--- src/rtl/dmem_arbiter_pkg.sv ---
// Shared definitions for the data-memory arbiter: state encoding, port indices
// and the default memory geometry used by the processor top and data memory.
package dmem_arbiter_pkg;

   localparam int DMEM_ADDR_W = 8;
   localparam int DMEM_DATA_W = 8;

   typedef enum logic [1:0] {
      IDLE   = 2'd0,
      ACCESS = 2'd1,
      RESP   = 2'd2
   } state_t;

   localparam logic PORT0 = 1'b0;
   localparam logic PORT1 = 1'b1;

endpackage

--- src/rtl/dmem_arbiter_rr_arb2.sv ---
// Two-requester round-robin picker: on a tie the port that did not win last
// time is chosen, otherwise the single requester wins.
module rr_arb2 (
   input  logic req0,
   input  logic req1,
   input  logic last_grant,
   output logic grant_valid,
   output logic grant
);

   assign grant_valid = req0 | req1;
   assign grant       = (req0 & req1) ? ~last_grant : req1;

endmodule

--- src/rtl/dmem_arbiter.sv ---
// Serialises CPU (port 0) and debug-loader (port 1) accesses onto the single
// data-memory port: IDLE -> ACCESS -> RESP, one access every three cycles.
module dmem_arbiter
   import dmem_arbiter_pkg::*;
#(
   parameter int ADDR_W = DMEM_ADDR_W,
   parameter int DATA_W = DMEM_DATA_W
) (
   input  logic              clk,
   input  logic              reset,
   input  logic              p0_req,
   input  logic              p0_we,
   input  logic [ADDR_W-1:0] p0_addr,
   input  logic [DATA_W-1:0] p0_wdata,
   output logic              p0_ack,
   output logic [DATA_W-1:0] p0_rdata,
   input  logic              p1_req,
   input  logic              p1_we,
   input  logic [ADDR_W-1:0] p1_addr,
   input  logic [DATA_W-1:0] p1_wdata,
   output logic              p1_ack,
   output logic [DATA_W-1:0] p1_rdata,
   output logic [ADDR_W-1:0] mem_addr,
   output logic [DATA_W-1:0] mem_wdata,
   output logic              mem_read,
   output logic              mem_write,
   input  logic [DATA_W-1:0] mem_rdata,
   output logic              busy
);

   state_t            r_state;
   logic              r_last_grant;
   logic              r_grant;
   logic              r_p0_ack;
   logic              r_p1_ack;
   logic [DATA_W-1:0] r_p0_rdata;
   logic [DATA_W-1:0] r_p1_rdata;
   logic [ADDR_W-1:0] r_mem_addr;
   logic [DATA_W-1:0] r_mem_wdata;
   logic              r_mem_read;
   logic              r_mem_write;
   logic              r_busy;

   logic              w_grant_valid;
   logic              w_grant;
   logic              w_sel_we;
   logic [ADDR_W-1:0] w_sel_addr;
   logic [DATA_W-1:0] w_sel_wdata;

   rr_arb2 u_rr_arb2 (
      .req0        (p0_req),
      .req1        (p1_req),
      .last_grant  (r_last_grant),
      .grant_valid (w_grant_valid),
      .grant       (w_grant)
   );

   assign w_sel_we    = (w_grant == PORT1) ? p1_we    : p0_we;
   assign w_sel_addr  = (w_grant == PORT1) ? p1_addr  : p0_addr;
   assign w_sel_wdata = (w_grant == PORT1) ? p1_wdata : p0_wdata;

   always_ff @(posedge clk) begin
      if (reset) begin
         r_state      <= IDLE;
         r_last_grant <= PORT1;   // so port 0 wins the first tie
         r_grant      <= PORT0;
         r_p0_ack     <= 1'b0;
         r_p1_ack     <= 1'b0;
         r_p0_rdata   <= '0;
         r_p1_rdata   <= '0;
         r_mem_addr   <= '0;
         r_mem_wdata  <= '0;
         r_mem_read   <= 1'b0;
         r_mem_write  <= 1'b0;
         r_busy       <= 1'b0;
      end else begin
         case (r_state)
            IDLE: begin
               if (w_grant_valid) begin
                  r_grant     <= w_grant;
                  r_mem_addr  <= w_sel_addr;
                  r_mem_wdata <= w_sel_wdata;
                  r_mem_write <= w_sel_we;
                  r_mem_read  <= ~w_sel_we;
                  r_busy      <= 1'b1;
                  r_state     <= ACCESS;
               end
            end
            ACCESS: begin
               // memory output is combinational, so it is valid at this closing edge
               if (r_mem_read) begin
                  if (r_grant == PORT1) r_p1_rdata <= mem_rdata;
                  else                  r_p0_rdata <= mem_rdata;
               end
               r_mem_addr   <= '0;
               r_mem_wdata  <= '0;
               r_mem_read   <= 1'b0;
               r_mem_write  <= 1'b0;
               r_p0_ack     <= (r_grant == PORT0);
               r_p1_ack     <= (r_grant == PORT1);
               r_last_grant <= r_grant;
               r_state      <= RESP;
            end
            RESP: begin
               r_p0_ack <= 1'b0;
               r_p1_ack <= 1'b0;
               r_busy   <= 1'b0;
               r_state  <= IDLE;
            end
            default: begin
               r_busy  <= 1'b0;
               r_state <= IDLE;
            end
         endcase
      end
   end

   assign p0_ack    = r_p0_ack;
   assign p1_ack    = r_p1_ack;
   assign p0_rdata  = r_p0_rdata;
   assign p1_rdata  = r_p1_rdata;
   assign mem_addr  = r_mem_addr;
   assign mem_wdata = r_mem_wdata;
   assign mem_read  = r_mem_read;
   assign mem_write = r_mem_write;
   assign busy      = r_busy;

endmodule

--- config.mk ---
export PLATFORM = sky130hd
export DESIGN_NAME = dmem_arbiter
export DESIGN_NICKNAME = d
export VERILOG_FILES = /design/src/rtl/dmem_arbiter_pkg.sv /design/src/rtl/dmem_arbiter_rr_arb2.sv /design/src/rtl/dmem_arbiter.sv
export SDC_FILE = /design/constraint.sdc
export NUM_CORES = 1
export LEC_CHECK = 0
export CAP_MARGIN = 25
export CORE_MARGIN = 5
export CORE_UTILIZATION = 37
export CTS_CLUSTER_SIZE = 20
export DETAILED_ROUTE_END_ITERATION = 16
export MAX_ROUTING_LAYER = met4
export PLACE_DENSITY = 0.76
export SLEW_MARGIN = 30
export SYNTH_ARGS = -nofsm -noshare
export SYNTH_HDL_FRONTEND = slang
export SYNTH_HIERARCHICAL = 1
export SYNTH_SLANG_ARGS = --single-unit
--- constraint.sdc ---
create_clock -name clk -period 1.41 [get_ports clk]
set_input_delay 0.282 -clock clk [delete_from_list [all_inputs] [get_ports clk]]
set_output_delay 0.282 -clock clk [all_outputs]
set_load 0.03 [all_outputs]
==> out/metrics.json <==
{
  "vdd_ir_drop_max_v": 0.000695,
  "globalRouteTotalUtil_pct": 16.4,
  "dr.first_iter.drc_count": 46,
  "start_util_pct": 37.7,
  "worst_r2r_startpoint": "r_last_grant",
  "lkg_pwr_nw": 1.48,
  "timing.slew.headroom_pct": 77.8,
  "timing.critical_path.fanout_max": 4,
  "post-synth-top-count-cell": "sky130_fd_sc_hd__dfxtp_1",
  "netSwitchingFraction_pct": 29.9,
  "syn-num-nets": 223,
  "first_global_vias": 1626,
  "share_clk_of_total_power_pct": 27.1,
  "dpl.hpwl_mm": 3.46,
  "synth-seq-area-share_pct": 46.7,
  "skew_ps": 6.16,
  "worst_skew_pair.late_latency_ps": 290,
  "io_pins": 83,
  "die-height_um": 78.9,
  "grt.overflow.total": 0,
  "antenna_cells": 0,
  "grt_start_max_net_pins": 27,
  "critical-path-max-stage-delay_ps": 340,
  "run_status": "finished with violations",
  "floorplan.core_area_um2": 4660,
  "synth_enable_flop_cells": 0,
  "tritoncts": "done",
  "cell_internal_pwr_mw": 2.35,
  "netlist_area_um2": 1760,
  "synthCells": 172,
  "cp.arrival_ps": 1660,
  "seq_power_share_pct": 39.0,
  "synth.area.top_cells": "sky130_fd_sc_hd__dfxtp_1, sky130_fd_sc_hd__mux2i_1, sky130_fd_sc_hd__mux2_2",
  "timing.critical_path.from": "r_last_grant",
  "number_of_antenna_violations_at_the_first_check_in_global_routing": 0,
  "max-cap-violations": 0,
  "gp_congestion": 0.719,
  "finalWirelength_mm": 5.10,
  "timing.setup.critical_path_class": "reg -> reg",
  "period_minus_slack_ps": 1430,
  "rsz0062_at_grt": "true",
  "tns_ps": -20.4,
  "avg_cell_area_syn_um2": 10.2,
  "failing_checks": "negative setup slack",
  "cp.buffers_inverters": 0,
  "io_buffer_count": 82,
  "post_drt_wl_per_cell_um": 15.6,
  "path_clk_slew_ps": 80,
  "vias": 1620,
  "top_ff_cell_synth": "sky130_fd_sc_hd__dfxtp_1",
  "yosys_warnings": 6,
  "chipWidth_um": 78.9,
  "syn_to_final_growth_pct": 75.0,
  "yosys.area.top_type": "sky130_fd_sc_hd__dfxtp_1",
  "drt.antenna.violating_nets": 0,
  "post-route-period-util_pct": 101,
  "final-max-slew-violation-count": 0,
  "critical_path.endpoint_type": "flip-flop",
  "ctsHtreeMaxLevel": 2,
  "grt_first_pass_wirelength_mm": 7.87,
  "achievable-frequency_ghz": 0.699,
  "clock_sinks": 41,
  "cts.root.buffer_cell": "sky130_fd_sc_hd__clkbuf_8",
  "cts.path.max_buffers": 2,
  "worstHoldPathType": "reg -> reg",
  "ys_seq_elements": 41,
  "worst_slew_pin_tran_ps": 335,
  "via_per_inst": 4.95,
  "postSynth.asyncResetShare_pct": 0,
  "floorplan.rows": 25,
  "nFillCells": 380,
  "holdBufCountCts": 0,
  "cts_inserted_buffers": 5,
  "min_from": "busy",
  "cpMaxStageDelayCell": "sky130_fd_sc_hd__dfxtp_2",
  "p_per_area_nw_per_um2": 1090,
  "required_ps": 1640,
  "first_pass_iters": 6,
  "power.net_switching_mw": 1.00,
  "synth_top_cells_by_count": "sky130_fd_sc_hd__dfxtp_1, sky130_fd_sc_hd__nor2_1, sky130_fd_sc_hd__mux2i_1, sky130_fd_sc_hd__a22oi_1, sky130_fd_sc_hd__mux2_2",
  "synth.distinct_cells": 27,
  "setup_viol": 1,
  "dp_slack_ps": -502,
  "remaining_drc_errors": 0,
  "share_comb_of_total_power_pct": 33.9,
  "final_hold_viol_count": 0,
  "nNetsFinal": 324,
  "fraction_of_layout_cells_with_a_size_suffix_above_1_pct": 27.5,
  "crit_path_start_kind": "flip-flop",
  "finalHoldWorstSlack_ps": 473,
  "synth_top_area_share_pct": 46.7,
  "fp.dieArea_um2": 6230,
  "cp_top_family": "compound AO/OA/AOI/OAI gates",
  "final_critical_path_setup_slack_ps": -20.4,
  "crit_chain": "a21boi_4 -> mux2_4 -> or3_4 -> a21oi_2"
}
[layer usage]
metal,track usage (%),wire [um],vias to the layer above
met5,-,0,-
met4,4.64,59,0
met3,4.08,242,8
met2,29.1,2710,41
met1,18.2,2090,771
li1,-,-,800
[per-stage QoR]
stage,std cells,utilization [%],area (um2),total power [mW]
after CTS,322,61.6,2870,3.18
after global placement,315,59.5,2770,2.27
after detailed placement,315,59.5,2770,2.29
after floorplan,172,-,1790,1.86
after global routing,327,66.0,3080,3.52
final,327,66.0,3080,3.35
[state kept, by name (all words and copies together) (netlist names), 2 cells and up]
| name | cells |
|---|---|
| r_state | 2 |
| mem_addr | 8 |
| p1_rdata | 8 |
| p0_rdata | 8 |
| mem_wdata | 8 |
[path summary, 6_finish.rpt]
kind / slack (ps) / cells past startpoint / to
setup / recovery: -20 / 4 / mem_read
hold / removal: 470 / 2 / busy
setup reg to reg: -20 / 4 / mem_read
hold reg to reg: 470 / 2 / busy
[final cells by class]
cell class                      count  area, um2  share of cell area (%)
Clock buffer                        5       68.8                    2.24
Clock inverter                      2       35.0                    1.14
Inverter                            2       7.51                   0.244
Multi-Input combinational cell    118       1050                    34.0
Sequential cell                    41        823                    26.8
Tap cell                           54       67.6                    2.20
Timing Repair Buffer              105       1030                    33.4
[logic make-up after synthesis]
logic type / after synthesis / synth area share [%]
adder cells (fa/ha/maj): 5 / 3.56
multiplexers: 37 / 22.7
buffers and inverters: 13 / 3.91
flip-flops: 41 / 46.7
AND/OR/NAND/NOR: 52 / 13.3
AO/OA/AOI/OAI: 24 / 9.82
[worst reg2reg max path, cell delays in order (launching register included)]
cell                       delay (ps)
sky130_fd_sc_hd__dfxtp_2          340
sky130_fd_sc_hd__a21boi_4         240
sky130_fd_sc_hd__mux2_4           330
sky130_fd_sc_hd__or3_4            330
sky130_fd_sc_hd__a21oi_2          130
[repair_timing]
action	4_1_cts	5_1_grt
hold endpoints to repair	0	0
gates resized for setup	46	33
cloned	0	2
setup endpoints to repair	55	20
setup buffers	0	3
pin swaps	1	10
[power by group through the flow]
stage,Clock [mW],Combinational [mW],Sequential (mW)
5_1_grt,0.989,1.21,1.32
2_1_floorplan,0,0.389,1.47
6_report,0.909,1.14,1.31
3_5_place_dp,0,0.966,1.32
3_3_place_gp,0,0.953,1.32
4_1_cts,0.934,0.945,1.30
[cell usage in the layout, fill, tap and decap left out, drive strengths merged, types with 3 or more instances in the layout]
master	synthesis	final
mux2i	20	20
clkbuf	4	7
buf	7	21
dfxtp	41	41
nand2	3	3
mux2	17	17
clkdlybuf4s50	0	43
nor2	37	37
dlygate4sd2	0	39
nand3b	3	3
a21oi	4	4
a22oi	17	17
ha	5	5
No activity file was read; power rests on OpenSTA's default activity.
